`config.mk`:
```
export PLATFORM = sky130hd
export DESIGN_NAME = bip_ctrl_unit_flat
export DESIGN_NICKNAME = d
export VERILOG_FILES = /design/src/rtl/bip_pkg.sv /design/src/rtl/bip_ctrl_unit_if.sv /design/src/rtl/bip_branch_cond.sv /design/src/rtl/bip_ctrl_unit.sv /design/src/flat_wrapper.sv
export SDC_FILE = /design/constraint.sdc
export NUM_CORES = 1
export LEC_CHECK = 0
export ABC_AREA = 1
export CORE_MARGIN = 4
export CORE_UTILIZATION = 41
export DETAILED_ROUTE_END_ITERATION = 16
export PLACE_DENSITY_LB_ADDON = 0.1
export SYNTH_ARGS = -nofsm -noshare
export SYNTH_HDL_FRONTEND = slang
export SYNTH_SLANG_ARGS = --single-unit
```
`constraint.sdc`:
```
create_clock -name clk_i -period 1.2 [get_ports clk_i]
set_input_delay 0.18 -clock clk_i [delete_from_list [all_inputs] [get_ports clk_i]]
set_output_delay 0.18 -clock clk_i [all_outputs]
set_load 0.01 [all_outputs]
```
`src/rtl/bip_pkg.sv`:
```
// Shared types and constants for the BIP multi-cycle control unit.
package bip_pkg;

  typedef enum logic [4:0] {
    OP_NOP  = 5'b00000,
    OP_STO  = 5'b00001,
    OP_LD   = 5'b00010,
    OP_LDI  = 5'b00011,
    OP_ADD  = 5'b00100,
    OP_ADDI = 5'b00101,
    OP_SUB  = 5'b00110,
    OP_SUBI = 5'b00111,
    OP_BEQ  = 5'b01000,
    OP_BNE  = 5'b01001,
    OP_BGT  = 5'b01010,
    OP_BGE  = 5'b01011,
    OP_BLT  = 5'b01100,
    OP_BLE  = 5'b01101,
    OP_JMP  = 5'b01110,
    OP_HLT  = 5'b11111
  } opcode_e;

  typedef enum logic [1:0] {
    FETCH,
    EXEC,
    HALT,
    TRAP
  } state_e;

  typedef enum logic [1:0] {
    SELA_RAM  = 2'b00,
    SELA_OPND = 2'b01,
    SELA_ALU  = 2'b10
  } sela_e;

  localparam logic ALU_ADD = 1'b1;
  localparam logic ALU_SUB = 1'b0;

  // Opcodes that wait on the RAM handshake in EXEC
  function automatic logic is_mem_op(opcode_e op);
    return (op == OP_STO) || (op == OP_LD) || (op == OP_ADD) || (op == OP_SUB);
  endfunction

endpackage

```
`src/rtl/bip_ctrl_unit_if.sv`:
```
// Control-unit <-> ROM/PC/datapath signal bundle.
// With BIP_CTRL_PERF_EN defined, the bundle also carries the performance counters.
interface bip_ctrl_unit_if #(
  parameter int unsigned OPC_W = 5
);

  logic [OPC_W-1:0] opcode_i;
  logic             instr_valid_i;
  logic             mem_ready_i;
  logic             z_i;
  logic             n_i;
  logic             enrom_o;
  logic             wrpc_o;
  logic             branch_o;
  logic [1:0]       sela_o;
  logic             selb_o;
  logic             op_o;
  logic             wracc_o;
  logic             enram_o;
  logic             wrram_o;
  logic             halt_o;
  logic             trap_o;
`ifdef BIP_CTRL_PERF_EN
  logic [31:0]      retired_o;
  logic [31:0]      stall_o;
`endif

  // Control unit side
  modport master (
    input  opcode_i, instr_valid_i, mem_ready_i, z_i, n_i,
    output enrom_o, wrpc_o, branch_o, sela_o, selb_o, op_o,
    output wracc_o, enram_o, wrram_o, halt_o,
`ifdef BIP_CTRL_PERF_EN
    output retired_o, output stall_o,
`endif
    output trap_o
  );

  // ROM / PC / datapath side
  modport slave (
    output opcode_i, instr_valid_i, mem_ready_i, z_i, n_i,
    input  enrom_o, wrpc_o, branch_o, sela_o, selb_o, op_o,
    input  wracc_o, enram_o, wrram_o, halt_o,
`ifdef BIP_CTRL_PERF_EN
    input  retired_o, input stall_o,
`endif
    input  trap_o
  );

endinterface

```
`src/rtl/bip_branch_cond.sv`:
```
// Branch condition evaluation: opcode plus ALU flags -> branch taken.
module bip_branch_cond
  import bip_pkg::*;
(
  input  opcode_e i_opcode,
  input  logic    i_z,
  input  logic    i_n,
  output logic    o_taken
);

  // Non-branch opcodes never report taken
  always_comb begin
    o_taken = 1'b0;
    case (i_opcode)
      OP_BEQ:  o_taken = i_z;
      OP_BNE:  o_taken = !i_z;
      OP_BGT:  o_taken = !i_z && !i_n;
      OP_BGE:  o_taken = !i_n;
      OP_BLT:  o_taken = i_n;
      OP_BLE:  o_taken = i_z || i_n;
      OP_JMP:  o_taken = 1'b1;
      default: o_taken = 1'b0;
    endcase
  end

endmodule

```
`src/rtl/bip_ctrl_unit.sv`:
```
// BIP multi-cycle control unit: FETCH/EXEC sequencing with ROM/RAM handshakes,
// branches, halt and a sticky trap for illegal opcodes or RAM timeouts.
// Optional BIP_CTRL_PERF_EN adds retired/stall counters on the interface.
module bip_ctrl_unit
  import bip_pkg::*;
#(
  parameter int unsigned OPC_W       = 5,
  parameter int unsigned MEM_TIMEOUT = 16
) (
  input  logic           clk_i,
  input  logic           rst_ni,
  bip_ctrl_unit_if.master bus
);

  localparam int unsigned CNT_W = (MEM_TIMEOUT < 1) ? 1 : $clog2(MEM_TIMEOUT + 1);

  state_e             r_state;
  state_e             w_state_nxt;
  logic [OPC_W-1:0]   r_opc;
  logic [CNT_W-1:0]   r_cnt;
  logic [CNT_W-1:0]   w_cnt_nxt;
  opcode_e            w_opc;
  logic               w_legal;
  logic               w_taken;
  logic               w_mem_wait;
  logic               w_enrom;
  logic               w_wrpc;
  logic               w_branch;
  sela_e              w_sela;
  logic               w_selb;
  logic               w_op;
  logic               w_wracc;
  logic               w_enram;
  logic               w_wrram;

  assign w_opc   = opcode_e'(r_opc[4:0]);
  // Legal only if nothing is set above bit 4 and the low field is a defined opcode
  assign w_legal = ((r_opc >> 5) == '0) &&
                   ((r_opc[4:0] <= 5'b01110) || (r_opc[4:0] == 5'b11111));

  bip_branch_cond u_branch_cond (
    .i_opcode (w_opc),
    .i_z      (bus.z_i),
    .i_n      (bus.n_i),
    .o_taken  (w_taken)
  );

  // State register
  always_ff @(posedge clk_i or negedge rst_ni) begin
    if (!rst_ni) r_state <= FETCH;
    else         r_state <= w_state_nxt;
  end

  // Opcode latch on the ROM handshake
  always_ff @(posedge clk_i or negedge rst_ni) begin
    if (!rst_ni)                                   r_opc <= OPC_W'(OP_NOP);
    else if (r_state == FETCH && bus.instr_valid_i) r_opc <= bus.opcode_i;
  end

  // RAM wait counter
  always_ff @(posedge clk_i or negedge rst_ni) begin
    if (!rst_ni) r_cnt <= '0;
    else         r_cnt <= w_cnt_nxt;
  end

  // Next state and decoded strobes/mux selects
  always_comb begin
    w_state_nxt = r_state;
    w_cnt_nxt   = '0;
    w_mem_wait  = 1'b0;
    w_enrom     = 1'b0;
    w_wrpc      = 1'b0;
    w_branch    = 1'b0;
    w_sela      = SELA_RAM;
    w_selb      = 1'b0;
    w_op        = ALU_SUB;
    w_wracc     = 1'b0;
    w_enram     = 1'b0;
    w_wrram     = 1'b0;
    case (r_state)
      FETCH: begin
        w_enrom = 1'b1;
        if (bus.instr_valid_i) w_state_nxt = EXEC;
      end
      EXEC: begin
        if (!w_legal) begin
          w_state_nxt = TRAP;
        end else if (is_mem_op(w_opc)) begin
          w_enram = 1'b1;
          w_wrram = (w_opc == OP_STO);
          case (w_opc)
            OP_ADD: begin w_sela = SELA_ALU; w_op = ALU_ADD; end
            OP_SUB: begin w_sela = SELA_ALU; w_op = ALU_SUB; end
            default: w_sela = SELA_RAM;
          endcase
          // Ready is checked before the timeout so a late ready still completes
          if (bus.mem_ready_i) begin
            w_wrpc      = 1'b1;
            w_wracc     = (w_opc != OP_STO);
            w_state_nxt = FETCH;
          end else begin
            w_mem_wait = 1'b1;
            if (r_cnt == CNT_W'(MEM_TIMEOUT - 1)) w_state_nxt = TRAP;
            else                                  w_cnt_nxt   = r_cnt + 1'b1;
          end
        end else if (w_opc == OP_HLT) begin
          w_state_nxt = HALT;
        end else begin
          w_wrpc      = 1'b1;
          w_branch    = w_taken;
          w_state_nxt = FETCH;
          case (w_opc)
            OP_LDI:  begin w_sela = SELA_OPND; w_selb = 1'b1; w_wracc = 1'b1; end
            OP_ADDI: begin w_sela = SELA_ALU; w_selb = 1'b1; w_op = ALU_ADD; w_wracc = 1'b1; end
            OP_SUBI: begin w_sela = SELA_ALU; w_selb = 1'b1; w_op = ALU_SUB; w_wracc = 1'b1; end
            default: w_sela = SELA_RAM;
          endcase
        end
      end
      default: w_state_nxt = r_state;
    endcase
  end

  assign bus.enrom_o  = w_enrom;
  assign bus.wrpc_o   = w_wrpc;
  assign bus.branch_o = w_branch;
  assign bus.sela_o   = w_sela;
  assign bus.selb_o   = w_selb;
  assign bus.op_o     = w_op;
  assign bus.wracc_o  = w_wracc;
  assign bus.enram_o  = w_enram;
  assign bus.wrram_o  = w_wrram;
  assign bus.halt_o   = (r_state == HALT);
  assign bus.trap_o   = (r_state == TRAP);

`ifdef BIP_CTRL_PERF_EN
  logic [31:0] r_retired;
  logic [31:0] r_stall;

  // Retired-instruction and stall-cycle counters, free-running with wrap
  always_ff @(posedge clk_i or negedge rst_ni) begin
    if (!rst_ni) begin
      r_retired <= '0;
      r_stall   <= '0;
    end else begin
      if (w_wrpc) r_retired <= r_retired + 32'd1;
      if ((r_state == FETCH && !bus.instr_valid_i) || w_mem_wait) r_stall <= r_stall + 32'd1;
    end
  end

  assign bus.retired_o = r_retired;
  assign bus.stall_o   = r_stall;
`endif

endmodule

```
`src/flat_wrapper.sv`:
```
// flat-port wrapper written by rule: the top's interface ports become plain ports
module bip_ctrl_unit_flat import bip_pkg::*;
#(
  parameter int unsigned OPC_W       = 5,
  parameter int unsigned MEM_TIMEOUT = 16
)
  (clk_i, rst_ni, bus_opcode_i, bus_instr_valid_i, bus_mem_ready_i, bus_z_i, bus_n_i, bus_enrom_o, bus_wrpc_o, bus_branch_o, bus_sela_o, bus_selb_o, bus_op_o, bus_wracc_o, bus_enram_o, bus_wrram_o, bus_halt_o, bus_trap_o);
  bip_ctrl_unit_if #(.OPC_W(OPC_W)) bus_i ();
  input  logic clk_i;
  input  logic rst_ni;
  input wire logic [$bits(bus_i.opcode_i)-1:0] bus_opcode_i;
  input wire logic [$bits(bus_i.instr_valid_i)-1:0] bus_instr_valid_i;
  input wire logic [$bits(bus_i.mem_ready_i)-1:0] bus_mem_ready_i;
  input wire logic [$bits(bus_i.z_i)-1:0] bus_z_i;
  input wire logic [$bits(bus_i.n_i)-1:0] bus_n_i;
  output wire logic [$bits(bus_i.enrom_o)-1:0] bus_enrom_o;
  output wire logic [$bits(bus_i.wrpc_o)-1:0] bus_wrpc_o;
  output wire logic [$bits(bus_i.branch_o)-1:0] bus_branch_o;
  output wire logic [$bits(bus_i.sela_o)-1:0] bus_sela_o;
  output wire logic [$bits(bus_i.selb_o)-1:0] bus_selb_o;
  output wire logic [$bits(bus_i.op_o)-1:0] bus_op_o;
  output wire logic [$bits(bus_i.wracc_o)-1:0] bus_wracc_o;
  output wire logic [$bits(bus_i.enram_o)-1:0] bus_enram_o;
  output wire logic [$bits(bus_i.wrram_o)-1:0] bus_wrram_o;
  output wire logic [$bits(bus_i.halt_o)-1:0] bus_halt_o;
  output wire logic [$bits(bus_i.trap_o)-1:0] bus_trap_o;
  assign bus_i.opcode_i = bus_opcode_i;
  assign bus_i.instr_valid_i = bus_instr_valid_i;
  assign bus_i.mem_ready_i = bus_mem_ready_i;
  assign bus_i.z_i = bus_z_i;
  assign bus_i.n_i = bus_n_i;
  assign bus_enrom_o = bus_i.enrom_o;
  assign bus_wrpc_o = bus_i.wrpc_o;
  assign bus_branch_o = bus_i.branch_o;
  assign bus_sela_o = bus_i.sela_o;
  assign bus_selb_o = bus_i.selb_o;
  assign bus_op_o = bus_i.op_o;
  assign bus_wracc_o = bus_i.wracc_o;
  assign bus_enram_o = bus_i.enram_o;
  assign bus_wrram_o = bus_i.wrram_o;
  assign bus_halt_o = bus_i.halt_o;
  assign bus_trap_o = bus_i.trap_o;
  bip_ctrl_unit #(.OPC_W(OPC_W), .MEM_TIMEOUT(MEM_TIMEOUT)) u_core (.clk_i(clk_i), .rst_ni(rst_ni), .bus(bus_i));
endmodule
```
==> impl.org, run 1 <==
** Placed design
- Detailed placement HPWL :: 1600 µm
- Weighted congestion at the end of routability-driven global placement :: 0.861
- Post-Place Cell Area :: 0.00120 mm²
- Input and output buffers added on the ports amount to 22.

** Run status
- Violations in the final reports :: negative setup slack
- Result of the run :: complete, but fails checks

** Yosys
- Number of flops mapped to enable cells by yosys :: 0
- By instance count, the leading cell after synthesis is sky130_fd_sc_hd__nand2_1.
- Total of warnings raised by yosys :: 0
- Top cell types by occurrence after synthesis :: sky130_fd_sc_hd__nand2_1, sky130_fd_sc_hd__nor2_1, sky130_fd_sc_hd__inv_1
- Number of storage elements in the synthesis netlist :: 12
- Area share of the largest cell type after synthesis :: 39.7%
- Post-synthesis cell area :: 757 µm²
- Share of flip-flops with an asynchronous set or reset :: 100%
- Post-synthesis instance total :: 107
- Averaged over all synthesized cells, the footprint is 7.07 µm².
- Leading post-synthesis cells by cell area :: sky130_fd_sc_hd__dfrtp_1, sky130_fd_sc_hd__nand2_1, sky130_fd_sc_hd__nor2_1
- When the netlist entered floorplanning its net count stood at 119.
- The most used flip-flop cell after synthesis is sky130_fd_sc_hd__dfrtp_1.
- Cell accounting for the most synthesized area :: sky130_fd_sc_hd__dfrtp_1
- In this run, distinct cell masters in the synthesized netlist total 20.
- After synthesis, flip-flops and latches occupy 39.7% of the total area.

** Critical path
- The signal on the critical path passes through inv_2, nand2_4, nand3_4, nand2_4, nor2_4, nand2_2, o21ai_2, buf_2.
- The setup check on the worst reg-to-reg path leaves a slack of -0.23 ns.
- STA puts the critical path data required time at 1.02 ns.
- Maximum fanout encountered on the critical timing path :: 5
- Cell family with the largest share of critical-path delay :: flip-flops
- The critical path is of the reg -> out type.
- Worst path arrival time :: 1.49 ns
- Kind of start point of the critical path :: flop
- The number of cells on the worst reg-to-reg path is 8.
- Crit Reg-Reg Startpoint :: u_core.r_state[1]
- The worst setup path is captured at an output pin.
- The slowest stage of the critical path belongs to the cell sky130_fd_sc_hd__dfrtp_2.
- The number of buffers and inverters on the critical path is 2.
- Largest stage delay on the critical path :: 0.47 ns
- In this run the critical register-to-register path is captured at u_core.r_cnt[1].
- The cell that appears most often on the critical path is sky130_fd_sc_hd__nand2_4.

** Clock network
- For the worst-skew pair, the clock arrives at the later sink with an insertion delay of 0.29 ns.
- TritonCTS built the clock tree.
- Cts bufs inserted :: 3
- Clock transition time at the flip-flop clock pins of the worst setup and hold paths :: 0.09 ns
- CTS placed an instance of sky130_fd_sc_hd__clkbuf_4 at the clock tree root.
- In this run the number of H-tree levels came out at 1.
- The clock drives 12 sinks.
- Largest buffer count on any clock path :: 2

** STA
- Of the available clock period, the critical path in the final layout requires 139%.
- The worst pin sits at a relative slew slack of 86.5%.
- Setup violations remaining at the end of the flow were counted as 17.
- Transition time at the pin with the least slew margin :: 0.202 ns
- After routing, the total negative slack on setup checks comes to -4.12 ns.
- F_max :: 0.600 GHz
- Pins over their slew limit :: 0
- The routed design could run at a clock period as short as 1.67 ns.
- Fin Clk Skew :: 0.0159 ns
- Hold violation count in the final report :: 0
- In the post-route analysis, the smallest setup slack over all paths is -0.467 ns.
- Unrepaired setup endpoints after global routing :: true

** Finish
- Combined area of the multi-input logic cells :: 578 µm²
- # fillers :: 100
- Share of layout cells above drive strength 1 :: 56.9%
- At the end of the flow, the number of nets in the layout was 174.
- 0 antenna diodes ended up in the layout.
- Final design area excluding fillers :: 0.00145 mm²
- Registers take 305 µm².
- Relative to the synthesized area, the layout overhead comes to 91.7%.

** Global routing
- Gr ovfl total :: 0
- Global Route Usage Sum :: 21.4%
- The via count of the first global-routing pass came to 905.
- The initial antenna violation count came to 0.
- Pin count of the biggest net entering global routing :: 13
- The first global-routing pass estimated 4060 µm of wire.

** Power and ir drop
- Largest voltage drop on the vdd net :: 0.580 mV
- Cell leakage power :: 0.000683 µW
- Power density over the cells :: 499 mW/mm²

** Floorplanning
- Starting Density :: 43.4%
- The die is 51.0 µm tall.
- From left edge to right edge, the die measures 51.0 µm.
- Area of the die :: 0.00260 mm²
- The initialized floorplan defines 15 standard-cell rows.
- After floorplanning, the core was sized to cover 0.00175 mm².
- I/O pin count :: 23

** Hold path
- Hold crit path type :: in -> async

** Route
- Dividing the detail-routed wire length by the instance count gives 15.1 µm.
- Via count of the routed design :: 959
- Using the TritonRoute via totals, the vias-per-cell ratio works out to 5.18.
- The first detailed-routing pass ran for 6 iterations.
- In this run the remaining antenna-violating nets after routing total 0.
- The routed design has 2800 µm of wire.
- DRC marker count from the first detailed-route iteration :: 33
- In the routed design, unresolved DRC markers number 0.

** Run
- Max-cap violations in this run came to 0.
-- stage by stage --
stage	setup slack, ns	power, µW	hold WS [ns]	instances	utilization [%]
2_1_floorplan	-0.0239	419	-0.116	107	-
3_3_place_gp	-0.723	463	0.502	176	68.7
3_5_place_dp	-0.807	465	0.507	176	68.7
4_1_cts	-0.405	716	0.207	185	78.5
5_1_grt	-0.535	745	0.215	185	83.2
6_report	-0.467	724	0.185	185	83.2
-- worst max path at each step --
stage | startpoint | end | slack [ns] | cells after the start
floorplan | u_core.r_opc[4] | bus_wracc_o | -0.02 | 7
global placement | bus_z_i | bus_branch_o | -0.72 | 8
detailed placement | bus_z_i | bus_branch_o | -0.81 | 8
CTS | u_core.r_opc[0] | bus_branch_o | -0.41 | 7
global route | u_core.r_opc[0] | bus_wracc_o | -0.54 | 8
finish | u_core.r_opc[0] | bus_wracc_o | -0.47 | 8
-- placed cells by master, fill, tap and decap left out, types with 5 or more instances in the layout --
cell,Yosys,routed
sky130_fd_sc_hd__inv_2,1,5
sky130_fd_sc_hd__buf_4,0,21
sky130_fd_sc_hd__a21oi_1,6,5
sky130_fd_sc_hd__nand2_1,22,12
sky130_fd_sc_hd__inv_1,16,10
sky130_fd_sc_hd__nand2_2,2,6
sky130_fd_sc_hd__clkdlybuf4s50_1,0,10
sky130_fd_sc_hd__nand2_4,0,6
sky130_fd_sc_hd__buf_6,0,10
sky130_fd_sc_hd__nor2_4,1,5
sky130_fd_sc_hd__nor2_1,18,12
sky130_fd_sc_hd__dfrtp_1,12,8
sky130_fd_sc_hd__buf_2,2,9
-- per-layer routing --
layer	GRT usage, %	up-vias	part of all wire, %	routed length, µm
met2	38.2	41	49	1380
met3	4.66	14	6.1	170
met1	24.2	453	41	1150
li1	-	451	-	-
met5	0	-	0	0
met4	8.97	0	3.5	97
-- cells by family after synthesis --
family                   share of synthesized area (%)
XOR/XNOR                                          2.31
AND/OR/NAND/NOR                                   38.7
AO/OA/AOI/OAI                                     7.93
flip-flops                                        39.7
buffers and inverters                             9.75
adder cells (fa/ha/maj)                           1.65
-- what timing repair did --
item / 4_1_cts / 5_1_grt
cloned: 1 / 0
setup endpoints to repair: 19 / 24
resized for setup: 84 / 33
setup buffers: 5 / 3
hold buffers: 0 / 0
hold endpoints to repair: 0 / 0
pin swaps: 10 / 10
-- sequential cells by signal, indices dropped and copies added, names as in the netlist --
register        count
u_core.r_opc        5
u_core.r_state      2
u_core.r_cnt        5
-- final cells by class --
class	count	area share, %
clock buffers	3	1.55
multi-input cells	76	39.8
well taps	25	2.16
flip-flops and latches	12	21.0
inverters	17	4.74
repair buffers	52	30.7
-- power breakdown --
group | internal (µW) | switching (µW) | total, µW | leakage (µW)
combinational | 33.4 | 23.9 | 57.3 | 0.000539
clock | 117 | 146 | 263 | 0.0000138
sequential | 404 | 0 | 404 | 0.000130
total | 554 | 170 | 724 | 0.000683
Power figures use the tool's default switching activity.
==> run 2: changes to the inputs <==
--- a/config.mk
+++ b/config.mk
@@ -6,8 +6,10 @@
 export NUM_CORES = 1
 export LEC_CHECK = 0
 export ABC_AREA = 1
+export CAP_MARGIN = 25
 export CORE_MARGIN = 4
 export CORE_UTILIZATION = 41
+export CTS_CLUSTER_SIZE = 25
 export DETAILED_ROUTE_END_ITERATION = 16
 export PLACE_DENSITY_LB_ADDON = 0.1
 export SYNTH_ARGS = -nofsm -noshare
==> results of run 2 <==
Final layout, timing and power as in run 1 (identical DEF).
